`config.mk`:
```
export PLATFORM = sky130hd
export DESIGN_NAME = sr_entry_ctrl
export DESIGN_NICKNAME = d
export VERILOG_FILES = /design/src/rtl/sr_entry_ctrl.sv
export SDC_FILE = /design/constraint.sdc
export NUM_CORES = 1
export LEC_CHECK = 0
export BUFFER_PORTS_ARGS = -buffer_cell sky130_fd_sc_hd__buf_2
export CAP_MARGIN = 20
export CELL_PAD_IN_SITES_DETAIL_PLACEMENT = 0
export CELL_PAD_IN_SITES_GLOBAL_PLACEMENT = 1
export CORE_ASPECT_RATIO = 1.4
export CORE_MARGIN = 4
export CORE_UTILIZATION = 30
export CTS_CLUSTER_DIAMETER = 50
export DETAILED_ROUTE_END_ITERATION = 8
export PLACE_DENSITY_LB_ADDON = 0.12
export SETUP_SLACK_MARGIN = 0.5
export SYNTH_ARGS = -nofsm -noshare
export SYNTH_HDL_FRONTEND = slang
export SYNTH_SLANG_ARGS = --single-unit
```
`constraint.sdc`:
```
create_clock -name clk -period 3.2 [get_ports clk]
set_clock_uncertainty 0.15 [all_clocks]
set_input_delay 0.16 -clock clk [delete_from_list [all_inputs] [get_ports clk]]
set_output_delay 0.16 -clock clk [all_outputs]
set_load 0.01 [all_outputs]
```
`src/rtl/sr_entry_ctrl.sv`:
```
// Bit-entry sequencer for the 7-bit pattern-detect shift register: arbitrates
// button requests, drives din/enable, stretches matches and flushes on match/timeout.
module sr_entry_ctrl #(
  parameter int SR_LEN      = 7,
  parameter int TIMEOUT_CYC = 500000000,
  parameter int HOLD_CYC    = 100000000
) (
  input  logic                          clk,
  input  logic                          rst,
  input  logic                          btn1_req,
  input  logic                          btn0_req,
  input  logic                          sr_match,
  output logic                          sr_din,
  output logic                          sr_enable,
  output logic [$clog2(SR_LEN+1)-1:0]   bit_count,
  output logic                          busy,
  output logic                          match_hold,
  output logic                          collision,
  output logic                          overflow
);

  localparam int BW = $clog2(SR_LEN + 1);
  localparam int TW = $clog2(TIMEOUT_CYC + 1);
  localparam int HW = $clog2(HOLD_CYC + 1);

  localparam logic [BW-1:0] BC_ZERO    = {BW{1'b0}};
  localparam logic [BW-1:0] BC_ONE     = BW'(32'd1);
  localparam logic [BW-1:0] BC_MAX     = BW'(SR_LEN);
  localparam logic [BW-1:0] FLUSH_LAST = BW'(SR_LEN - 1);
  localparam logic [TW-1:0] TM_ZERO    = {TW{1'b0}};
  localparam logic [TW-1:0] TM_ONE     = TW'(32'd1);
  localparam logic [TW-1:0] TM_LAST    = TW'(TIMEOUT_CYC - 1);
  localparam logic [HW-1:0] HD_ZERO    = {HW{1'b0}};
  localparam logic [HW-1:0] HD_ONE     = HW'(32'd1);
  localparam logic [HW-1:0] HD_LAST    = HW'(HOLD_CYC - 1);

  typedef enum logic [2:0] {
    IDLE  = 3'd0,
    LOAD  = 3'd1,
    SHIFT = 3'd2,
    CHECK = 3'd3,
    HOLD  = 3'd4,
    FLUSH = 3'd5
  } state_t;

  state_t          state_r, next_state_s;
  logic            data_r, data_nxt_s;
  logic            pend_valid_r, pend_valid_nxt_s;
  logic            pend_bit_r, pend_bit_nxt_s;
  logic            overflow_r, overflow_nxt_s;
  logic [BW-1:0]   bit_count_r, bit_count_nxt_s;
  logic [BW-1:0]   flush_cnt_r, flush_cnt_nxt_s;
  logic [TW-1:0]   timer_r, timer_nxt_s;
  logic [HW-1:0]   hold_cnt_r, hold_cnt_nxt_s;
  logic            sr_din_r, sr_enable_r, busy_r, match_hold_r, collision_r;
  logic            req_valid_s, req_bit_s;
  logic            din_nxt_s;

  assign req_valid_s = btn1_req ^ btn0_req;
  assign req_bit_s   = btn1_req;

  // Next-state, pending-slot, counter and overflow decode
  always_comb begin
    next_state_s     = state_r;
    data_nxt_s       = data_r;
    pend_valid_nxt_s = pend_valid_r;
    pend_bit_nxt_s   = pend_bit_r;
    overflow_nxt_s   = overflow_r;
    bit_count_nxt_s  = bit_count_r;
    flush_cnt_nxt_s  = flush_cnt_r;
    timer_nxt_s      = timer_r;
    hold_cnt_nxt_s   = hold_cnt_r;

    case (state_r)
      IDLE: begin
        if (pend_valid_r) begin
          // Serve the buffered bit; a same-cycle request refills the slot.
          next_state_s = LOAD;
          data_nxt_s   = pend_bit_r;
          timer_nxt_s  = TM_ZERO;
          if (req_valid_s) begin
            pend_bit_nxt_s = req_bit_s;
          end else begin
            pend_valid_nxt_s = 1'b0;
          end
        end else if (req_valid_s) begin
          next_state_s = LOAD;
          data_nxt_s   = req_bit_s;
          timer_nxt_s  = TM_ZERO;
        end else if (bit_count_r != BC_ZERO) begin
          if (timer_r == TM_LAST) begin
            next_state_s    = FLUSH;
            flush_cnt_nxt_s = BC_ZERO;
          end else begin
            timer_nxt_s = timer_r + TM_ONE;
          end
        end else begin
          timer_nxt_s = TM_ZERO;
        end
      end
      LOAD: begin
        next_state_s = SHIFT;
      end
      SHIFT: begin
        next_state_s = CHECK;
        if (bit_count_r != BC_MAX) begin
          bit_count_nxt_s = bit_count_r + BC_ONE;
        end else begin
          bit_count_nxt_s = bit_count_r;
        end
      end
      CHECK: begin
        if (sr_match) begin
          next_state_s   = HOLD;
          hold_cnt_nxt_s = HD_ZERO;
        end else begin
          next_state_s = IDLE;
        end
      end
      HOLD: begin
        if (hold_cnt_r == HD_LAST) begin
          next_state_s    = FLUSH;
          flush_cnt_nxt_s = BC_ZERO;
        end else begin
          hold_cnt_nxt_s = hold_cnt_r + HD_ONE;
        end
      end
      FLUSH: begin
        if (flush_cnt_r == FLUSH_LAST) begin
          next_state_s    = IDLE;
          bit_count_nxt_s = BC_ZERO;
          timer_nxt_s     = TM_ZERO;
        end else begin
          flush_cnt_nxt_s = flush_cnt_r + BC_ONE;
        end
      end
      default: begin
        next_state_s = IDLE;
      end
    endcase

    // While busy, a request may only park in the single pending slot.
    if ((state_r != IDLE) && req_valid_s) begin
      if (!pend_valid_r) begin
        pend_valid_nxt_s = 1'b1;
        pend_bit_nxt_s   = req_bit_s;
      end else begin
        overflow_nxt_s = 1'b1;
      end
    end else begin
      overflow_nxt_s = overflow_r;
    end
  end

  assign din_nxt_s = ((next_state_s == LOAD) || (next_state_s == SHIFT)) ? data_nxt_s : 1'b0;

  // State, counters and registered outputs
  always_ff @(posedge clk or negedge rst) begin
    if (!rst) begin
      state_r      <= IDLE;
      data_r       <= 1'b0;
      pend_valid_r <= 1'b0;
      pend_bit_r   <= 1'b0;
      overflow_r   <= 1'b0;
      bit_count_r  <= BC_ZERO;
      flush_cnt_r  <= BC_ZERO;
      timer_r      <= TM_ZERO;
      hold_cnt_r   <= HD_ZERO;
      sr_din_r     <= 1'b0;
      sr_enable_r  <= 1'b0;
      busy_r       <= 1'b0;
      match_hold_r <= 1'b0;
      collision_r  <= 1'b0;
    end else begin
      state_r      <= next_state_s;
      data_r       <= data_nxt_s;
      pend_valid_r <= pend_valid_nxt_s;
      pend_bit_r   <= pend_bit_nxt_s;
      overflow_r   <= overflow_nxt_s;
      bit_count_r  <= bit_count_nxt_s;
      flush_cnt_r  <= flush_cnt_nxt_s;
      timer_r      <= timer_nxt_s;
      hold_cnt_r   <= hold_cnt_nxt_s;
      sr_din_r     <= din_nxt_s;
      sr_enable_r  <= (next_state_s == SHIFT) || (next_state_s == FLUSH);
      busy_r       <= (next_state_s != IDLE);
      match_hold_r <= (next_state_s == HOLD);
      collision_r  <= btn1_req & btn0_req;
    end
  end

  assign sr_din     = sr_din_r;
  assign sr_enable  = sr_enable_r;
  assign bit_count  = bit_count_r;
  assign busy       = busy_r;
  assign match_hold = match_hold_r;
  assign collision  = collision_r;
  assign overflow   = overflow_r;

endmodule

```
==> results.sh, run 1 <==
export IMPL_synth_cells=448
export IMPL_n_antenna_cell=0
export IMPL_cap_violations=0
export IMPL_drt_iter0_drc=103
export IMPL_period_needed_ns=2.63
export IMPL_worstRegToRegCells=8
export IMPL_cts_tree="built"
export IMPL_final_setup_viol_count=0
export IMPL_die_h_um=146
export IMPL_vias_per_cell=5.39
export IMPL_drc=0
export IMPL_critPathArrivalTime_ns=2.71
export IMPL_critPathLaunchType="flip-flop"
export IMPL_endpoint_kind="flip-flop"
export IMPL_yosysSeqAreaShare_pct=45.1
export IMPL_gp_congestion=0.755
export IMPL_fmax_ghz=0.380
export IMPL_postSynthNetCount=461
export IMPL_postSynthAreaPerCell_sq_um=9.16
export IMPL_synth_top_cell_area_share_pct=45.1
export IMPL_path_depth=8
export IMPL_drt_total_wl_um=11500
export IMPL_synth_flop_cell="dfrtp_1"
export IMPL_synth_cell_types=54
export IMPL_crit_slowest_cell="dfrtp_2"
export IMPL_place_area_sq_um=4400
export IMPL_criticalPathCategory="flip-flop to flip-flop"
export IMPL_cts_buffer_depth=2
export IMPL_status="completed"
export IMPL_async_flop_share_pct=100
export IMPL_cpPeakStageDelay_ns=0.43
export IMPL_synth_area_top_cells="dfrtp_1 45%, o21ai_0 3.7%, nand3_1 3.4%, nand2_1 3.2%, nor2_1 3.0%"
export IMPL_wire_per_inst_um=17.1
export IMPL_final_setup_worst_slack_ns=0.566
export IMPL_ff2ff_setup_slack_ns=0.57
export IMPL_yosys_warnings=0
export IMPL_cts_sink_count=74
export IMPL_worst_path_max_fanout=5
export IMPL_hold_class="input pin to flip-flop"
export IMPL_fin_area_sq_um=5010
export IMPL_worst_slew_pin_transition_ns=0.682
export IMPL_synth_area_sq_um=4100
export IMPL_crit_top_cell="buf_4"
export IMPL_clk_latency_ns=0.34
export IMPL_crit_buf_inv=2
export IMPL_ant_nets=0
export IMPL_grt_ovfl_total=0
export IMPL_rsz0062_at_grt="true"
export IMPL_path_clk_slew_ns=0.06
export IMPL_final_core_util_pct=37.4
export IMPL_grt_pass1_vias=3551
export IMPL_p_leak_uw=0.00212
export IMPL_post_place_ws_ns=0.350
export IMPL_syn_to_final_growth_pct=22.1
export IMPL_cp_cell_sequence="or3_4 > a222oi_1 > o21ai_2 > buf_4 > buf_4 > nor4_1 > a31oi_1 > a41o_1"
export IMPL_synth_edf_count=0
export IMPL_nNetsFinal=497
export IMPL_rows=50
export IMPL_synth_top_area_cell="dfrtp_1"
export IMPL_ctsHtreeMaxLevel=3
export IMPL_vias=3620
export IMPL_die_x_um=107
export IMPL_io_buffers=13
export IMPL_timing_slew_headroom_pct=54.4
export IMPL_cp_required_ns=3.28
export IMPL_hold_depth=3
export IMPL_synth_common_cells="74 x dfrtp_1, 35 x nand2_1, 33 x nor2_1"
export IMPL_hold_violations=0
export IMPL_irDropWorstVdd_mv=0.324
export IMPL_fin_crit_sh_pct=82.3
export IMPL_grtUsageTotal_pct=15.0
export IMPL_grt_pass1_wl_um=18600
export IMPL_ios=14
export IMPL_dp_hpwl_um=7610
export IMPL_fillCellCount=1436
export IMPL_tns_ns=0
export IMPL_drtPass1Iterations=4
export IMPL_drive_above_1_share_pct=18.8
export IMPL_whs_ns=0.0960
export IMPL_maxSlewViolCount=0
export IMPL_start_util_pct=30.7
export IMPL_synth_most_common_cell="dfrtp_1"
export IMPL_dieArea_sq_um=15600
export IMPL_clockRootBuffer="clkbuf_16"
export IMPL_cts_buffers=9
export IMPL_core_area_sq_um=13400
export IMPL_cpLargestDelayFamily="compound AO/OA/AOI/OAI gates"
export IMPL_antenna_found_initial=0
export IMPL_ys_seq_elements=74
export IMPL_power_density_nw_per_um2=650
export IMPL_grt_max_degree=75
==> path summary, 6_finish.rpt <==
check | startpoint | endpoint
worst max-delay path | state_r[1] | hold_cnt_r[12]
worst min-delay path | btn1_req | data_r
worst max register to register | state_r[1] | hold_cnt_r[12]
worst min register to register | overflow | overflow
max in group asynchronous | rst | pend_valid_r
min in group asynchronous | rst | hold_cnt_r[5]
==> layout by cell type (no fill, tap or decap), types with 14 or more instances in the layout <==
cell / n
nand4_1: 17
o21ai_0: 29
nand2_1: 32
a21oi_1: 20
nand3_1: 28
dfrtp_1: 71
and3_1: 14
buf_4: 26
nor2_1: 33
==> where the power goes <==
| part | switching (uW) | total (uW) | leakage [uW] | internal, uW |
|---|---|---|---|---|
| Combinational | 648 | 1160 | 0.00101 | 510 |
| Clock | 414 | 939 | 0.000121 | 525 |
| Sequential | 107 | 1160 | 0.000994 | 1050 |
| Total | 1170 | 3260 | 0.00212 | 2090 |
==> worst register-to-register path: stages (launching register included) <==
cell	delay, ns
dfrtp_2	0.43
or3_4	0.37
a222oi_1	0.36
o21ai_2	0.13
buf_4	0.15
buf_4	0.14
nor4_1	0.43
a31oi_1	0.16
a41o_1	0.21
==> metrics by stage <==
stage | cells | total power (uW)
2_1_floorplan | 448 | 1790
3_3_place_gp | 635 | 2120
3_5_place_dp | 635 | 2130
4_1_cts | 661 | 3190
5_1_grt | 671 | 3470
6_report | 671 | 3260
==> sequential cells by signal (all words and copies together), names as in the netlist <==
signal	count
sr_din	1
busy	1
sr_enable	1
bit_count	3
collision	1
overflow	1
pend_valid_r	1
pend_bit_r	1
timer_r	29
hold_cnt_r	27
flush_cnt_r	3
match_hold	1
state_r	3
data_r	1
==> layout make-up <==
class / count / area, sq um / share of cell area, %
Timing Repair Buffer: 47 / 413 / 8.24
Clock buffer: 10 / 229 / 4.57
Clock inverter: 6 / 43.8 / 0.874
Inverter: 12 / 45.0 / 0.899
Sequential cell: 74 / 1860 / 37.0
Tap cell: 182 / 228 / 4.55
Multi-Input combinational cell: 340 / 2200 / 43.8
==> layer usage <==
metal | vias to the layer above | GRT usage [%] | part of all wire [%]
li1 | 1762 | - | -
met1 | 1805 | 17.4 | 42
met2 | 42 | 27.9 | 55
met3 | 11 | 2.39 | 2.1
met4 | 0 | 4.03 | 1.4
met5 | - | 0 | 0
==> kinds of logic after synthesis <==
logic type / Yosys count / share of synthesized area [%]
and+or+nand+nor: 216 / 29.9
buffers and inverters: 35 / 4.05
adders and majority gates: 9 / 2.68
DFF: 74 / 45.1
xor gates and xnor gates: 14 / 2.99
AOI/OAI and AO/OA: 98 / 14.7
muxes: 2 / 0.518
==> repair_timing <==
action,CTS,global route
cloned,2,1
setup buffers,5,8
setup endpoints to repair,11,34
pin swaps,2,27
hold buffers,3,0
endpoints found under the hold margin,76,0
resized for setup,3,28
Note: power is estimated with default switching activity, not from simulation.
==> run 2, diff against run 1 <==
Clock period 3.2 ns to 2.7 ns, I/O delays scaled along.
==> run 2 against run 1 <==
  * Routed wire length grew 2.0%
  * Critical path depth down 1
  * Total power is 36% higher
  * Largest cell class unchanged
  * Highest routed layer unchanged
==> results.sh, run 2 (synthesized netlist as in run 1, its figures left out) <==
export IMPL_core_area_sq_um=13400
export IMPL_drive_above_1_share_pct=34.4
export IMPL_timing_slew_headroom_pct=52.9
export IMPL_cts_sink_count=74
export IMPL_drt_iter0_drc=124
export IMPL_maxSlewViolCount=0
export IMPL_wire_per_inst_um=16.7
export IMPL_switching_share_pct=36.5
export IMPL_top_register="timer_r"
export IMPL_use_met2_pct=29.2
export IMPL_drtPass1Iterations=4
export IMPL_grt_max_degree=50
export IMPL_netSwitchingPower_uw=1610
export IMPL_worstRegToRegCells=7
export IMPL_hold_class="input pin to flip-flop"
export IMPL_drc=0
export IMPL_hold_depth=3
export IMPL_fin_crit_sh_pct=94.5
export IMPL_clockRootBuffer="clkbuf_16"
export IMPL_nNetsFinal=527
export IMPL_antenna_found_initial=0
export IMPL_largest_reg_flops=29
export IMPL_cpPeakStageDelay_ns=0.45
export IMPL_clk_latency_ns=0.35
export IMPL_crit_buf_inv=1
export IMPL_critPathLaunchType="flip-flop"
export IMPL_power_density_nw_per_um2=779
export IMPL_grt_ovfl_total=0
export IMPL_endpoint_kind="flip-flop"
export IMPL_criticalPathCategory="flip-flop to flip-flop"
export IMPL_seq_power_share_pct=31.0
export IMPL_path_clk_slew_ns=0.06
export IMPL_seqCellArea_sq_um=1860
export IMPL_post_place_ws_ns=0.0488
export IMPL_critPathArrivalTime_ns=2.69
export IMPL_most_common_layout_cells="69 x dfrtp_1, 42 x buf_4, 29 x nand2_1, 27 x nand3_1, 27 x nor2_1"
export IMPL_fillCellCount=1331
export IMPL_tns_ns=0
export IMPL_grt_pass1_vias=3734
export IMPL_final_setup_worst_slack_ns=0.149
export IMPL_final_setup_viol_count=0
export IMPL_largestRegisters="timer_r x29, hold_cnt_r x27"
export IMPL_p_comb_share_pct=41.9
export IMPL_ctsHtreeMaxLevel=3
export IMPL_ant_nets=0
export IMPL_cp_cell_sequence="or3_1 > a222oi_1 > o21ai_1 > or3_4 > buf_12 > or4_1 > nand2_1"
export IMPL_start_util_pct=30.7
export IMPL_dp_hpwl_um=7850
export IMPL_clockPowerShare_pct=27.1
export IMPL_worst_path_max_fanout=28
export IMPL_cp_required_ns=2.84
export IMPL_die_h_um=146
export IMPL_vias=3682
export IMPL_cpLargestDelayFamily="simple AND/OR/NAND/NOR gates"
export IMPL_syn_to_final_growth_pct=38.3
export IMPL_die_x_um=107
export IMPL_grt_pass1_wl_um=19400
export IMPL_hold_violations=0
export IMPL_dieArea_sq_um=15600
export IMPL_ios=14
export IMPL_drt_total_wl_um=11700
export IMPL_gp_congestion=0.740
export IMPL_cap_violations=0
export IMPL_worst_slew_pin_transition_ns=0.707
export IMPL_period_needed_ns=2.55
export IMPL_vias_per_cell=5.26
export IMPL_p_int_uw=2810
export IMPL_multi_input_area_sq_um=2560
export IMPL_final_core_util_pct=42.4
export IMPL_rows=50
export IMPL_irDropWorstVdd_mv=0.359
export IMPL_p_leak_uw=0.00240
export IMPL_n_antenna_cell=0
export IMPL_cts_buffers=9
export IMPL_grt_busiest_layer="met2"
export IMPL_fmax_ghz=0.392
export IMPL_status="completed"
export IMPL_grtUsageTotal_pct=15.7
export IMPL_use_met3_pct=3.76
export IMPL_io_buffers=13
export IMPL_grtUsageMet1_pct=17.5
export IMPL_path_depth=7
export IMPL_final_common_cell="dfrtp_1"
export IMPL_rsz0062_at_grt="true"
export IMPL_cts_tree="built"
export IMPL_crit_slowest_cell="or3_4"
export IMPL_cts_buffer_depth=2
run 2: cell count changes in the layout (fill, tap and decap cells not counted), sizes merged:
cell	change
bufbuf	-1
clkinvlp	-3
clkbuf	-1
buf	+33
or3	-1
clkinv	+1
bufinv	+1
run 2: cell type report:
cell class,count,area share [%]
inverters,12,0.793
flip-flops and latches,74,32.7
clock buffers,10,4.03
repair buffers,78,12.3
multi-input cells,339,45.2
well taps,182,4.01
clock inverters,5,0.992
run 2: worst paths after layout:
kind                             from             to  slack (ns)
max                        state_r[1]  hold_cnt_r[9]        0.15
min                          btn1_req         data_r        0.07
max reg2reg                state_r[1]  hold_cnt_r[9]        0.15
min reg2reg                  overflow       overflow        0.31
max in group asynchronous         rst     timer_r[5]        1.53
min in group asynchronous         rst    timer_r[23]        0.24
run 2: power groups by stage:
stage,Combinational [uW],Sequential (uW),Clock [uW]
after detailed placement,1220,1380,0
final,1850,1370,1200
after CTS,1610,1370,1240
after global placement,1200,1380,0
after global routing,2000,1390,1280
after floorplan,789,1370,0
run 2: per-layer routing:
layer	vias to the layer above	wire length, um	share of wire, %
li1	1804	-	-
met1	1836	4750	41
met2	26	6490	55
met3	16	218	1.9
met4	0	236	2.0
met5	-	0	0
run 2: tightest hold or removal path: stages:
cell	delay, ns
buf_2	0.13
a31oi_1	0.15
o21ai_0	0.10
run 2: metrics by stage:
step	power, uW	cell area, sq um	instances	hold WS (ns)
after CTS	4220	5330	685	0.0777
after global placement	2580	4600	651	0.0839
final	4420	5680	700	0.0720
after detailed placement	2600	4600	651	0.0887
after global routing	4660	5680	700	0.101
after floorplan	2160	4180	448	-0.311
run 2: timing repair:
action | in CTS | in global routing
buffers inserted | 15 | 15
cloned | 1 | 0
hold buffers | 3 | 0
pin swaps | 32 | 30
endpoints found under the setup margin | 63 | 63
hold endpoints to repair | 50 | 0
gates resized for setup | 68 | 65
==> run 3, diff against run 2 <==
Settings changed: SETUP_SLACK_MARGIN 0.5 to unset.
==> run 3 against run 2 <==
  * Cell count down 2.9%
  * Sequential cell count unchanged
  * Count of clock-buffer cells in the layout unchanged
  * Non-clock buffer count down 21
  * Critical path type unchanged
  * Largest cell class unchanged
  * Highest routed layer unchanged
==> results.sh, run 3 (synthesized netlist as in run 1, its figures left out) <==
export IMPL_hold_violations=0
export IMPL_grt_ovfl_total=0
export IMPL_post_place_ws_ns=-0.0364
export IMPL_grt_max_degree=75
export IMPL_die_x_um=107
export IMPL_io_buffers=13
export IMPL_critPathLaunchType="flip-flop"
export IMPL_ant_nets=0
export IMPL_critPathArrivalTime_ns=2.72
export IMPL_ios=14
export IMPL_cpPeakStageDelay_ns=0.47
export IMPL_rows=50
export IMPL_crit_slowest_cell="or4_1"
export IMPL_core_area_sq_um=13400
export IMPL_irDropWorstVdd_mv=0.262
export IMPL_nNetsFinal=506
export IMPL_drc=0
export IMPL_drtPass1Iterations=4
export IMPL_n_antenna_cell=0
export IMPL_fin_crit_sh_pct=96.1
export IMPL_whs_ns=0.151
export IMPL_largestRegisters="timer_r x29, hold_cnt_r x27"
export IMPL_cp_required_ns=2.83
export IMPL_drt_total_wl_um=11500
export IMPL_most_common_layout_cells="73 x dfrtp_1, 37 x buf_4, 33 x nand2_1, 32 x nor2_1, 30 x o21ai_0"
export IMPL_clk_latency_ns=0.34
export IMPL_vias_per_cell=5.32
export IMPL_rsz0062_at_grt="true"
export IMPL_cts_buffer_depth=2
export IMPL_p_total_uw=3810
export IMPL_vias=3618
export IMPL_maxSlewViolCount=0
export IMPL_ctsHtreeMaxLevel=3
export IMPL_status="completed"
export IMPL_start_util_pct=30.7
export IMPL_hold_class="input pin to async pin"
export IMPL_fmax_ghz=0.385
export IMPL_antenna_found_initial=0
export IMPL_drt_iter0_drc=144
export IMPL_wire_per_inst_um=16.9
export IMPL_power_density_nw_per_um2=762
export IMPL_placed_cells=655
export IMPL_dieArea_sq_um=15600
export IMPL_path_clk_slew_ns=0.06
export IMPL_grt_pass1_wl_um=19000
export IMPL_clockRootBuffer="clkbuf_16"
export IMPL_dp_hpwl_um=7850
export IMPL_drive_above_1_share_pct=18.3
export IMPL_largest_reg_flops=29
export IMPL_cap_violations=0
export IMPL_cts_tree="built"
export IMPL_grt_pass1_vias=3705
export IMPL_worst_path_max_fanout=6
export IMPL_final_common_cell="dfrtp_1"
export IMPL_timing_slew_headroom_pct=58.6
export IMPL_syn_to_final_growth_pct=21.8
export IMPL_final_setup_worst_slack_ns=0.105
export IMPL_final_setup_viol_count=0
export IMPL_endpoint_kind="flip-flop"
export IMPL_criticalPathCategory="flip-flop to flip-flop"
export IMPL_die_h_um=146
export IMPL_cts_buffers=9
export IMPL_cts_sink_count=74
export IMPL_gp_congestion=0.783
export IMPL_instances_no_fill=680
export IMPL_worst_slew_pin_transition_ns=0.620
export IMPL_top_register="timer_r"
export IMPL_period_needed_ns=2.59
export IMPL_grtUsageTotal_pct=15.3
export IMPL_cp_cell_sequence="or3_1 > a222oi_1 > o21ai_1 > or3_4 > buf_4 > or4_1 > nand2_1"
export IMPL_p_leak_uw=0.00215
## run 3: cell types whose count changed in the layout (fill, tap and decap cells not counted), sizes merged
cell / change
clkinv: +1
clkinvlp: +1
bufinv: -1
clkbuf: +1
buf: -22
## run 3: power breakdown
part           total [uW]  switching [uW]  internal [uW]  leakage [uW]
Sequential           1360             113           1240      0.000996
Clock                1150             506            647      0.000134
Combinational        1300             757            538       0.00102
Total                3810            1380           2430       0.00215
## run 3: worst paths after layout
check                                 from              to  slack, ns  cells after the start
max in group asynchronous              rst      state_r[0]       1.67                      3
worst max register to register  state_r[1]  hold_cnt_r[19]       0.11                      7
worst max-delay path            state_r[1]  hold_cnt_r[19]       0.11                      7
worst min-delay path                   rst   hold_cnt_r[6]       0.15                      2
min in group clk                  btn0_req        overflow       0.17                      4
worst min register to register    overflow        overflow       0.31                      1
## run 3: per-stage QoR
stage                     setup TNS (ns)  area (sq um)  util [%]
after floorplan                        0          4100         -
after global placement          -0.00801          4550      34.0
after detailed placement          -0.167          4550      34.0
after CTS                              0          4870      36.4
after global routing            -0.00514          5000      37.3
final                                  0          5000      37.3
## run 3: critical path, delay by kind of cell (launching register included)
family,cells,cell delay (ns)
simple gates,4,1.34
buf+inv,1,0.17
compound gates,2,0.50
flops,1,0.38
## run 3: what timing repair did
item	CTS	global route
cloned	0	1
endpoints found under the hold margin	76	0
gates resized for setup	1	13
pin swaps	0	3
endpoints found under the setup margin	13	42
setup buffers	0	4
hold buffers	3	0
## run 3: area by class of cell
cell class / instances / area (sq um)
Clock buffer: 10 / 239
Clock inverter: 6 / 42.5
Fill cell: 1416 / 8390
Inverter: 12 / 45.0
Multi-Input combinational cell: 339 / 2130
Sequential cell: 74 / 1850
Tap cell: 182 / 228
Timing Repair Buffer: 57 / 463
## run 3: routing by layer
layer	vias to the layer above	global-route usage, %	wire length [um]
met5	-	0	0
met4	0	7.36	291
met3	16	1.72	248
met2	52	28.1	6210
met1	1790	17.3	4730
li1	1760	-	-
